<file path="src/rtl/uninasoc_pkg.sv">
// Shared defaults and types for the UninaSoC interrupt router.
package uninasoc_pkg;
  localparam int NUM_SRC_DEF = 8;
  localparam int SW_PIN_DEF  = 3;
  localparam int TIM_PIN_DEF = 7;
  localparam int EXT_PIN_DEF = 11;
  localparam int CLAIM_W     = $clog2(NUM_SRC_DEF + 1);

  typedef logic [CLAIM_W-1:0] claim_id_t;
endpackage

</file>
<file path="src/rtl/uninasoc_sync_cell.sv">
// Multi-flop synchroniser for a single asynchronous interrupt line.
module uninasoc_sync_cell #(
  parameter int SYNC_STAGES = 2
) (
  input  logic clock_i,
  input  logic reset_i,
  input  logic d_i,
  output logic q_o
);
  logic [SYNC_STAGES-1:0] r_ff;

  always_ff @(posedge clock_i or posedge reset_i) begin
    if (reset_i) r_ff <= '0;
    else         r_ff <= {r_ff[SYNC_STAGES-2:0], d_i};
  end

  assign q_o = r_ff[SYNC_STAGES-1];
endmodule

</file>
<file path="src/rtl/uninasoc_irq_router.sv">
// External interrupt router: synchronise, pend per source, claim/complete gating,
// and fold external/software/timer requests into the core interrupt vector.
module uninasoc_irq_router
  import uninasoc_pkg::*;
#(
  parameter int NUM_SRC     = NUM_SRC_DEF,
  parameter int IRQ_WIDTH   = 32,
  parameter int SW_PIN      = SW_PIN_DEF,
  parameter int TIM_PIN     = TIM_PIN_DEF,
  parameter int EXT_PIN     = EXT_PIN_DEF,
  parameter int SYNC_STAGES = 2,
  localparam int CW         = $clog2(NUM_SRC + 1)
) (
  input  logic                 clock_i,
  input  logic                 reset_i,
  input  logic [NUM_SRC-1:0]   src_i,
  input  logic [NUM_SRC-1:0]   mode_i,
  input  logic [NUM_SRC-1:0]   enable_i,
  input  logic                 sw_irq_i,
  input  logic                 tim_irq_i,
  input  logic                 claim_i,
  output logic [CW-1:0]        claim_id_o,
  input  logic                 complete_i,
  input  logic [CW-1:0]        complete_id_i,
  output logic [NUM_SRC-1:0]   pending_o,
  output logic [IRQ_WIDTH-1:0] irq_o
);
  logic [NUM_SRC-1:0]   w_sync, r_prev, r_pend, r_closed;
  logic [NUM_SRC-1:0]   w_set, w_claim, w_cmp, w_elig, w_edge_ok;
  logic [SYNC_STAGES:0] r_vld;
  logic [CW-1:0]        r_claim_id, w_sel_id;
  logic [IRQ_WIDTH-1:0] r_irq, w_irq_nxt;

  uninasoc_sync_cell #(.SYNC_STAGES(SYNC_STAGES)) u_sync [NUM_SRC-1:0] (
    .clock_i (clock_i),
    .reset_i (reset_i),
    .d_i     (src_i),
    .q_o     (w_sync)
  );

  // Edges only count once both the synchroniser and the history flop hold
  // post-reset samples, so a line already high at release never fires.
  assign w_edge_ok = {NUM_SRC{r_vld[SYNC_STAGES]}};

  always_comb begin
    w_elig   = r_pend & enable_i;
    w_sel_id = '0;
    w_claim  = '0;
    w_cmp    = '0;
    for (int i = NUM_SRC - 1; i >= 0; i--)
      if (w_elig[i]) w_sel_id = CW'(i + 1);
    for (int i = 0; i < NUM_SRC; i++) begin
      w_claim[i] = claim_i && (w_sel_id == CW'(i + 1));
      w_cmp[i]   = complete_i && (complete_id_i == CW'(i + 1));
    end
    w_set = ~r_closed & ((mode_i & w_sync & ~r_prev & w_edge_ok) | (~mode_i & w_sync));
    w_irq_nxt          = '0;
    w_irq_nxt[EXT_PIN] = |w_elig;
    w_irq_nxt[SW_PIN]  = sw_irq_i;
    w_irq_nxt[TIM_PIN] = tim_irq_i;
  end

  // Complete applies before claim; a claimed source is never already closed.
  always_ff @(posedge clock_i or posedge reset_i) begin
    if (reset_i) begin
      r_vld      <= '0;
      r_prev     <= '0;
      r_pend     <= '0;
      r_closed   <= '0;
      r_claim_id <= '0;
      r_irq      <= '0;
    end else begin
      r_vld    <= {r_vld[SYNC_STAGES-1:0], 1'b1};
      r_prev   <= w_sync;
      r_pend   <= (r_pend | w_set) & ~w_claim;
      r_closed <= (r_closed & ~w_cmp) | w_claim;
      if (claim_i) r_claim_id <= w_sel_id;
      r_irq    <= w_irq_nxt;
    end
  end

  assign claim_id_o = r_claim_id;
  assign pending_o  = r_pend;
  assign irq_o      = r_irq;
endmodule

</file>
<file path="config.mk">
export PLATFORM = sky130hd
export DESIGN_NAME = uninasoc_irq_router
export DESIGN_NICKNAME = d
export VERILOG_FILES = /design/src/rtl/uninasoc_pkg.sv /design/src/rtl/uninasoc_sync_cell.sv /design/src/rtl/uninasoc_irq_router.sv
export SDC_FILE = /design/constraint.sdc
export NUM_CORES = 1
export LEC_CHECK = 0
export CELL_PAD_IN_SITES_DETAIL_PLACEMENT = 1
export CELL_PAD_IN_SITES_GLOBAL_PLACEMENT = 2
export CORE_MARGIN = 3
export CORE_UTILIZATION = 26
export CTS_CLUSTER_SIZE = 8
export DETAILED_ROUTE_END_ITERATION = 7
export PLACE_DENSITY_LB_ADDON = 0.2
export SYNTH_ARGS = -nofsm -noshare
export SYNTH_HDL_FRONTEND = slang
export SYNTH_SLANG_ARGS = --single-unit
</file>
<file path="constraint.sdc">
create_clock -name clock_i -period 2 [get_ports clock_i]
set_clock_uncertainty 0.1 [all_clocks]
set_input_delay 0.3 -clock clock_i [delete_from_list [all_inputs] [get_ports clock_i]]
set_output_delay 0.3 -clock clock_i [all_outputs]
set_load 0.01 [all_outputs]
</file>
==> flow_summary.json, run 1 <==
{
  "drtIter0Drc": 60,
  "ant_nets": 0,
  "placeableCoreArea_mm2": 0.007331,
  "drive_gt1_share_pct": 13.19,
  "cts.htree.levels": 2,
  "r2r_slack_ps": 350,
  "max_cap_violations": 0,
  "max_slew_margin_pct": 63.59,
  "worstSetupPathType": "register to output port",
  "die_h_um": 93.56,
  "power_switching_uw": 902.9,
  "antenna_found_initial": 0,
  "die_w_um": 93.56,
  "cts_root_buffer": "clkbuf_8",
  "yosysWarnings": 0,
  "clock_latency_ps": 310,
  "cts_sinks": 50,
  "cp_top_family": "buffers and inverters",
  "r2r_start": "pending_o[1]",
  "final-max-slew-violation-count": 0,
  "gp_congestion": 0.7370,
  "syn_to_final_growth_pct": 37.10,
  "synthCells": 167,
  "hpwlAfterDp_um": 3683,
  "hold_viol": 0,
  "grt_max_degree": 35,
  "tightest_slew_ps": 543.8,
  "nNetsFinal": 268,
  "tns_ps": 0,
  "cts.reportedPaths.clkPinSlew_ps": 90,
  "cp-end-kind": "output port",
  "overflow": 0,
  "fin_crit_ps": 1760,
  "setup_viol": 0,
  "final_cell_mix": "50 x dfrtp_1, 48 x clkdlybuf4s50_1, 30 x conb_1",
  "synth_seq_cells": 50,
  "clk_path_buf_depth": 2,
  "period_share_pct": 87.98,
  "rsz0062_at_grt": "no",
  "seq_power_share_pct": 44.6,
  "dieArea_mm2": 0.008753,
  "critPathRequiredTime_ps": 1600,
  "path_cells": "clkdlybuf4s50_1",
  "p_leak_nw": 1.224,
  "final_common_cell": "dfrtp_1",
  "routedWlPerCell_um": 14.11,
  "post-cts-setup-buffers": 0,
  "vias": 1401,
  "yosysSeqAreaShare_pct": 62.77,
  "cpPeakStageDelay_ps": 590,
  "n_antenna_cell": 0,
  "cts_hold_buffers": 0,
  "avgSynthCellArea_um2": 11.94,
  "arrival_ps": 1360,
  "critPathLaunchType": "register",
  "cts_buffers": 5,
  "power.share.clock_pct": 27.6,
  "power.density_mw_per_mm2": 1126,
  "dr.pass1.iters": 4,
  "grt_pass1_vias": 1482,
  "cts_tree": "built",
  "post-route-util_pct": 37.28,
  "grt_use_total_pct": 11.50,
  "syn_area_mm2": 0.001993,
  "fillerInstances": 813,
  "ctsResizeCount": 0,
  "drc_errors": 0,
  "min_path_type": "input port to asynchronous set/reset pin",
  "grt_pass1_wl_um": 7596,
  "status": "finished, final reports clean",
  "path_buf_inv": 1,
  "slowest_stage": "clkdlybuf4s50_1",
  "power.share.combinational_pct": 27.9,
  "row_count": 31,
  "rr_worst_depth": 3,
  "power.internal_mw": 2.175,
  "switching_share_pct": 29.34,
  "ys_types": 31,
  "io_buffer_count": 48,
  "worst_r2r_endpoint": "pending_o[4]",
  "initial_core_util_pct": 27.19,
  "totalWireLength_um": 4712,
  "io_pins": 78,
  "fmax_ghz": 0.5683,
  "critPathMaxFanout": 5,
  "via_per_inst": 4.195,
  "vdd_drop_max_mv": 0.3581
}
==> stage by stage <==
stage | std cells | hold WS [ps] | cell area [um^2] | total power, mW | setup WS [ps]
final | 334 | 175.3 | 2733 | 3.078 | 240.4
after global routing | 334 | 198.7 | 2733 | 3.285 | 150.5
after CTS | 334 | 179.8 | 2733 | 3.125 | 223.5
after detailed placement | 326 | 235.8 | 2595 | 2.264 | 29.23
after global placement | 326 | 232.7 | 2595 | 2.254 | 41.20
after floorplan | 195 | 231.2 | 2098 | 1.800 | 398.8
==> worst max-delay path by stage <==
| stage | slack [ps] | depth (start not counted) | endpoint | from |
|---|---|---|---|---|
| floorplan | 400 | 1 | claim_id_o[0] | reset_i |
| global placement | 40 | 5 | pending_o[4] | enable_i[2] |
| detailed placement | 30 | 5 | pending_o[4] | enable_i[2] |
| CTS | 220 | 1 | pending_o[0] | pending_o[0] |
| global route | 150 | 4 | r_closed[6] | pending_o[2] |
| finish | 240 | 1 | pending_o[0] | pending_o[0] |
==> Yosys cell counts <==
cell	number	area (um^2)
dfrtp_1	50	1251
buf_4	29	217.7
nand2_1	17	63.81
o21ai_0	16	80.08
inv_1	9	33.78
a31oi_1	5	31.28
and3b_1	5	43.79
a21oi_1	3	15.01
nand4_1	3	18.77
o21a_1	3	22.52
a22oi_1	2	15.01
a31o_2	2	17.52
conb_1	2	7.510
nand3_1	2	10.01
nor2b_1	2	12.51
o31ai_1	2	15.01
a21boi_4	1	18.77
a32o_1	1	10.01
and2b_2	1	8.760
and3_2	1	7.510
nand3_2	1	10.01
nand3b_1	1	7.510
nor2_1	1	3.750
o211ai_1	1	7.510
o22a_1	1	8.760
o31a_1	1	8.760
o32a_2	1	11.26
o41ai_1	1	8.760
or3_1	1	6.260
or3_4	1	11.26
or3b_2	1	8.760
==> power by group through the flow <==
stage | clock network [mW] | registers [mW] | logic [mW]
after floorplan | 0 | 1.39 | 0.407
after global placement | 0 | 1.40 | 0.858
after detailed placement | 0 | 1.40 | 0.864
after CTS | 0.871 | 1.38 | 0.874
after global routing | 0.920 | 1.41 | 0.955
final | 0.848 | 1.37 | 0.858
==> logic make-up after synthesis <==
logic type	share of synthesized area (%)
AO/OA/AOI/OAI	13.56
buffers and inverters	12.62
flip-flops	62.77
other	0.3768
AND/OR/NAND/NOR	10.67
==> area by class of cell <==
| type | count | area [um^2] | area share, % |
|---|---|---|---|
| sequential | 50 | 1251 | 45.79 |
| multi-input combinational | 107 | 595.6 | 21.79 |
| timing repair buffer | 61 | 590.6 | 21.61 |
| tap | 99 | 123.9 | 4.533 |
| clock buffer | 5 | 68.82 | 2.518 |
| clock inverter | 3 | 68.82 | 2.518 |
| inverter | 9 | 33.78 | 1.236 |
==> registers in the layout, indices dropped and copies added, names as in the netlist <==
register	flops
u_sync.r_ff	16
pending_o	8
r_closed	8
r_prev	8
claim_id_o	4
irq_o	3
r_vld	3
==> routing by layer <==
metal  wire length, um  global-route usage [%]
met2              2289                   18.88
met1              2035                   14.43
met5                 0                       0
met4                56                   4.693
met3               331                   2.896
No activity file was read; power rests on OpenSTA's default activity.
==> run 2: changes to the inputs <==
--- a/config.mk
+++ b/config.mk
@@ -7,6 +7,7 @@
 export LEC_CHECK = 0
 export CELL_PAD_IN_SITES_DETAIL_PLACEMENT = 1
 export CELL_PAD_IN_SITES_GLOBAL_PLACEMENT = 2
+export CORE_ASPECT_RATIO = 0.5
 export CORE_MARGIN = 3
 export CORE_UTILIZATION = 26
 export CTS_CLUSTER_SIZE = 8
==> flow_summary.json, run 2 (synthesis gave the netlist of run 1 again) <==
{
  "cts.reportedPaths.clkPinSlew_ps": 60,
  "ant_nets": 0,
  "die_w_um": 129.8,
  "period_share_pct": 85.77,
  "overflow": 0,
  "final_cell_mix": "50 x dfrtp_1, 48 x clkdlybuf4s50_1, 30 x conb_1",
  "critPathRequiredTime_ps": 1600,
  "whs_ps": 246.8,
  "power.share.combinational_pct": 27.6,
  "p_total_mw": 3.020,
  "dpl.cell_count": 312,
  "grt_use_total_pct": 10.97,
  "final_common_cell": "dfrtp_1",
  "status": "finished, final reports clean",
  "grt.busiest_layer": "met2",
  "io_buffer_count": 48,
  "tns_ps": 0,
  "routedWlPerCell_um": 13.89,
  "timing.final.ws_setup_ps": 284.6,
  "path_cells": "clkdlybuf4s50_1",
  "clk_path_buf_depth": 2,
  "gr-usage-met1_pct": 14.53,
  "grt_util_met3_pct": 3.663,
  "totalWireLength_um": 4418,
  "ctsResizeCount": 0,
  "cts_sinks": 50,
  "cpPeakStageDelay_ps": 580,
  "largest_reg_flops": 16,
  "io_pins": 78,
  "via_per_inst": 4.252,
  "grt_pass1_vias": 1416,
  "path_buf_inv": 1,
  "min_path_type": "register to register",
  "die_h_um": 67.91,
  "drc_errors": 0,
  "cp_top_family": "buffers and inverters",
  "arrival_ps": 1320,
  "worstSetupPathType": "register to output port",
  "power_switching_uw": 874.3,
  "placeableCoreArea_mm2": 0.007042,
  "p_leak_nw": 1.192,
  "hpwlAfterDp_um": 3294,
  "row_count": 21,
  "cts_buffers": 5,
  "cts_root_buffer": "clkbuf_16",
  "power.internal_mw": 2.146,
  "drtIter0Drc": 43,
  "nNetsFinal": 261,
  "pre_cts_ws_ps": 20.95,
  "vdd_drop_max_mv": 0.2709,
  "cts.htree.levels": 2,
  "rsz0062_at_grt": "no",
  "largest_register": "u_sync.r_ff",
  "n_antenna_cell": 0,
  "initial_core_util_pct": 28.30,
  "dieArea_mm2": 0.008816,
  "critPathMaxFanout": 5,
  "antenna_found_initial": 0,
  "syn_to_final_growth_pct": 34.09,
  "switching_share_pct": 28.95,
  "cts_hold_buffers": 0,
  "seq_power_share_pct": 45.4,
  "clock_latency_ps": 290,
  "dr.pass1.iters": 4,
  "power.share.clock_pct": 27.0,
  "critPathLaunchType": "register",
  "fillerInstances": 795,
  "setup_viol": 0,
  "post-cts-setup-buffers": 0,
  "gp_congestion": 0.7106,
  "grt_max_degree": 51,
  "final_cells": 318,
  "cp-end-kind": "output port",
  "drive_gt1_share_pct": 9.735,
  "vias": 1352,
  "hold_viol": 0,
  "slowest_stage": "clkdlybuf4s50_1",
  "cts_tree": "built",
  "fin_crit_ps": 1715,
  "final-max-slew-violation-count": 0,
  "fmax_ghz": 0.5830,
  "grt_pass1_wl_um": 7327,
  "use_met2_pct": 17.12,
  "max_cap_violations": 0,
  "power.density_mw_per_mm2": 1130
}
[run 2: cell types whose count changed in the layout (fill, tap and decap cells not counted), sizes merged]
cell / change
buf: -7
bufinv: -2
clkbuf: +1
clkinv: -1
[run 2: layout make-up]
class | instances | area (um^2) | area share, %
Sequential cell | 50 | 1251 | 46.82
Multi-Input combinational cell | 107 | 595.6 | 22.28
Timing Repair Buffer | 54 | 538.0 | 20.13
Clock buffer | 6 | 138.9 | 5.197
Tap cell | 92 | 115.1 | 4.307
Inverter | 9 | 33.78 | 1.264
[run 2: worst reg2reg max path, stage by stage, from the launching register on]
cell and delay, ps:
dfrtp_1 410, a22oi_1 380, nand2_1 130, or3_4 360, o21a_1 110
[run 2: worst paths after layout]
check	endpoint	start	cells past startpoint	slack [ps]
min	r_vld[1]	r_vld[0]	0	250
min reg2reg	r_vld[1]	r_vld[0]	0	250
max	pending_o[0]	pending_o[0]	1	280
max in group asynchronous	irq_o[11]	reset_i	3	1300
min in group asynchronous	r_vld[0]	reset_i	3	270
max reg2reg	pending_o[7]	pending_o[4]	4	410
[run 2: layer usage]
layer / up-vias / routed length [um] / share of wire (%)
met2: 54 / 1929 / 44
met4: 0 / 53 / 1.2
met1: 658 / 2111 / 48
met5: - / 0 / 0
met3: 4 / 324 / 7.3
li1: 636 / - / -
[run 2: stage by stage]
stage          utilization [%]  cell area, um^2
6_report                 37.95             2673
4_1_cts                  37.95             2673
3_5_place_dp             35.98             2534
3_3_place_gp             35.98             2534
2_1_floorplan                -             2098
5_1_grt                  37.95             2673
[run 2: power groups by stage]
stage               sequential (mW)  combinational (mW)  clock, mW
floorplan                      1.39               0.407          0
global placement               1.39               0.834          0
detailed placement             1.39               0.833          0
CTS                            1.38               0.845      0.849
global route                   1.41               0.927      0.898
finish                         1.37               0.834      0.816
==> run 3: changes to the inputs <==
--- a/config.mk
+++ b/config.mk
@@ -13,6 +13,7 @@
 export CTS_CLUSTER_SIZE = 8
 export DETAILED_ROUTE_END_ITERATION = 7
 export PLACE_DENSITY_LB_ADDON = 0.2
+export REMOVE_ABC_BUFFERS = 1
 export SYNTH_ARGS = -nofsm -noshare
 export SYNTH_HDL_FRONTEND = slang
 export SYNTH_SLANG_ARGS = --single-unit
==> constraint.sdc (replaced) <==
create_clock -name clock_i -period 2 [get_ports clock_i]
set_clock_uncertainty 0.1 [all_clocks]
set_input_delay 0.3 -clock clock_i [delete_from_list [all_inputs] [get_ports clock_i]]
set_output_delay 0.3 -clock clock_i [all_outputs]
set_load 0.02 [all_outputs]
==> flow_summary.json, run 3 (synthesis gave the netlist of run 1 again) <==
{
  "status": "finished, final reports clean",
  "critPathMaxFanout": 5,
  "dieArea_mm2": 0.008816,
  "cts_hold_buffers": 0,
  "setup_viol": 0,
  "fin_crit_ps": 1791,
  "power.density_mw_per_mm2": 1211,
  "cpPeakStageDelay_ps": 650,
  "via_per_inst": 4.285,
  "placeableCoreArea_mm2": 0.007042,
  "arrival_ps": 1390,
  "gp_congestion": 0.7418,
  "rsz0062_at_grt": "no",
  "post-route-util_pct": 38.27,
  "totalWireLength_um": 4530,
  "place_area_mm2": 0.002526,
  "grt_use_total_pct": 10.66,
  "syn_to_final_growth_pct": 35.22,
  "grt_pass1_vias": 1395,
  "final_cell_mix": "50 x dfrtp_1, 48 x clkdlybuf4s50_1, 30 x conb_1",
  "clock_latency_ps": 290,
  "n_antenna_cell": 0,
  "timing.final.ws_setup_ps": 209.4,
  "final-max-slew-violation-count": 0,
  "cts.htree.levels": 2,
  "clk_path_buf_depth": 2,
  "dr.pass1.iters": 4,
  "whs_ps": 247.6,
  "nNetsFinal": 260,
  "initial_core_util_pct": 28.30,
  "min_path_type": "register to register",
  "die_w_um": 129.8,
  "pre_cts_ws_ps": 40.00,
  "worstSetupPathType": "register to output port",
  "vias": 1367,
  "grt_max_degree": 51,
  "grt_pass1_wl_um": 7100,
  "cts_root_buffer": "clkbuf_16",
  "design_area_mm2": 0.002695,
  "cp-end-kind": "output port",
  "final_common_cell": "dfrtp_1",
  "routedWlPerCell_um": 14.20,
  "final_cells": 319,
  "fmax_ghz": 0.5585,
  "row_count": 21,
  "cts.reportedPaths.clkPinSlew_ps": 70,
  "period_share_pct": 89.53,
  "hold_viol": 0,
  "p_total_mw": 3.263,
  "ctsResizeCount": 0,
  "vdd_drop_max_mv": 0.5606,
  "die_h_um": 67.91,
  "io_pins": 78,
  "cp_top_family": "buffers and inverters",
  "hpwlAfterDp_um": 3456,
  "overflow": 0,
  "antenna_found_initial": 0,
  "slowest_stage": "clkdlybuf4s50_1",
  "ant_nets": 0,
  "drc_errors": 0,
  "drtIter0Drc": 108,
  "path_buf_inv": 1,
  "critPathLaunchType": "register",
  "path_cells": "clkdlybuf4s50_1",
  "p_leak_nw": 1.202,
  "cts_tree": "built",
  "dpl.cell_count": 311,
  "drive_gt1_share_pct": 10.13,
  "largest_register": "u_sync.r_ff",
  "cts_buffers": 5,
  "io_buffer_count": 48,
  "tns_ps": 0,
  "critPathRequiredTime_ps": 1600,
  "cts_sinks": 50,
  "post-cts-setup-buffers": 0,
  "max_cap_violations": 0,
  "largest_reg_flops": 16
}
## run 3: routing by layer
layer / track usage [%] / up-vias / share of wire (%)
li1: - / 636 / -
met1: 14.62 / 674 / 48
met2: 16.35 / 55 / 43
met3: 3.819 / 2 / 7.6
met4: 2.332 / 0 / 0.71
met5: 0 / - / 0
## run 3: worst paths after layout
| check | start | end | slack, ps | cells past startpoint |
|---|---|---|---|---|
| setup reg to reg | pending_o[4] | pending_o[7] | 370 | 4 |
| setup / recovery | pending_o[0] | pending_o[0] | 210 | 1 |
| hold reg to reg | u_sync[5].r_ff[0] | u_sync[5].r_ff[1] | 250 | 0 |
| max in group asynchronous | reset_i | claim_id_o[1] | 1300 | 3 |
| min in group asynchronous | reset_i | u_sync[1].r_ff[0] | 270 | 3 |
| hold / removal | u_sync[5].r_ff[0] | u_sync[5].r_ff[1] | 250 | 0 |
## run 3: final cells by class
type	instances	area, um^2
Tap cell	92	115.1
Timing Repair Buffer	53	530.5
Sequential cell	50	1251
Fill cell	798	4347
Inverter	9	33.78
Clock buffer	5	125.1
Clock inverter	3	43.79
Multi-Input combinational cell	107	595.6
## run 3: power by group
part | switching (mW) | internal (mW)
Combinational | 0.484 | 0.441
Clock | 0.369 | 0.592
Sequential | 0.165 | 1.21
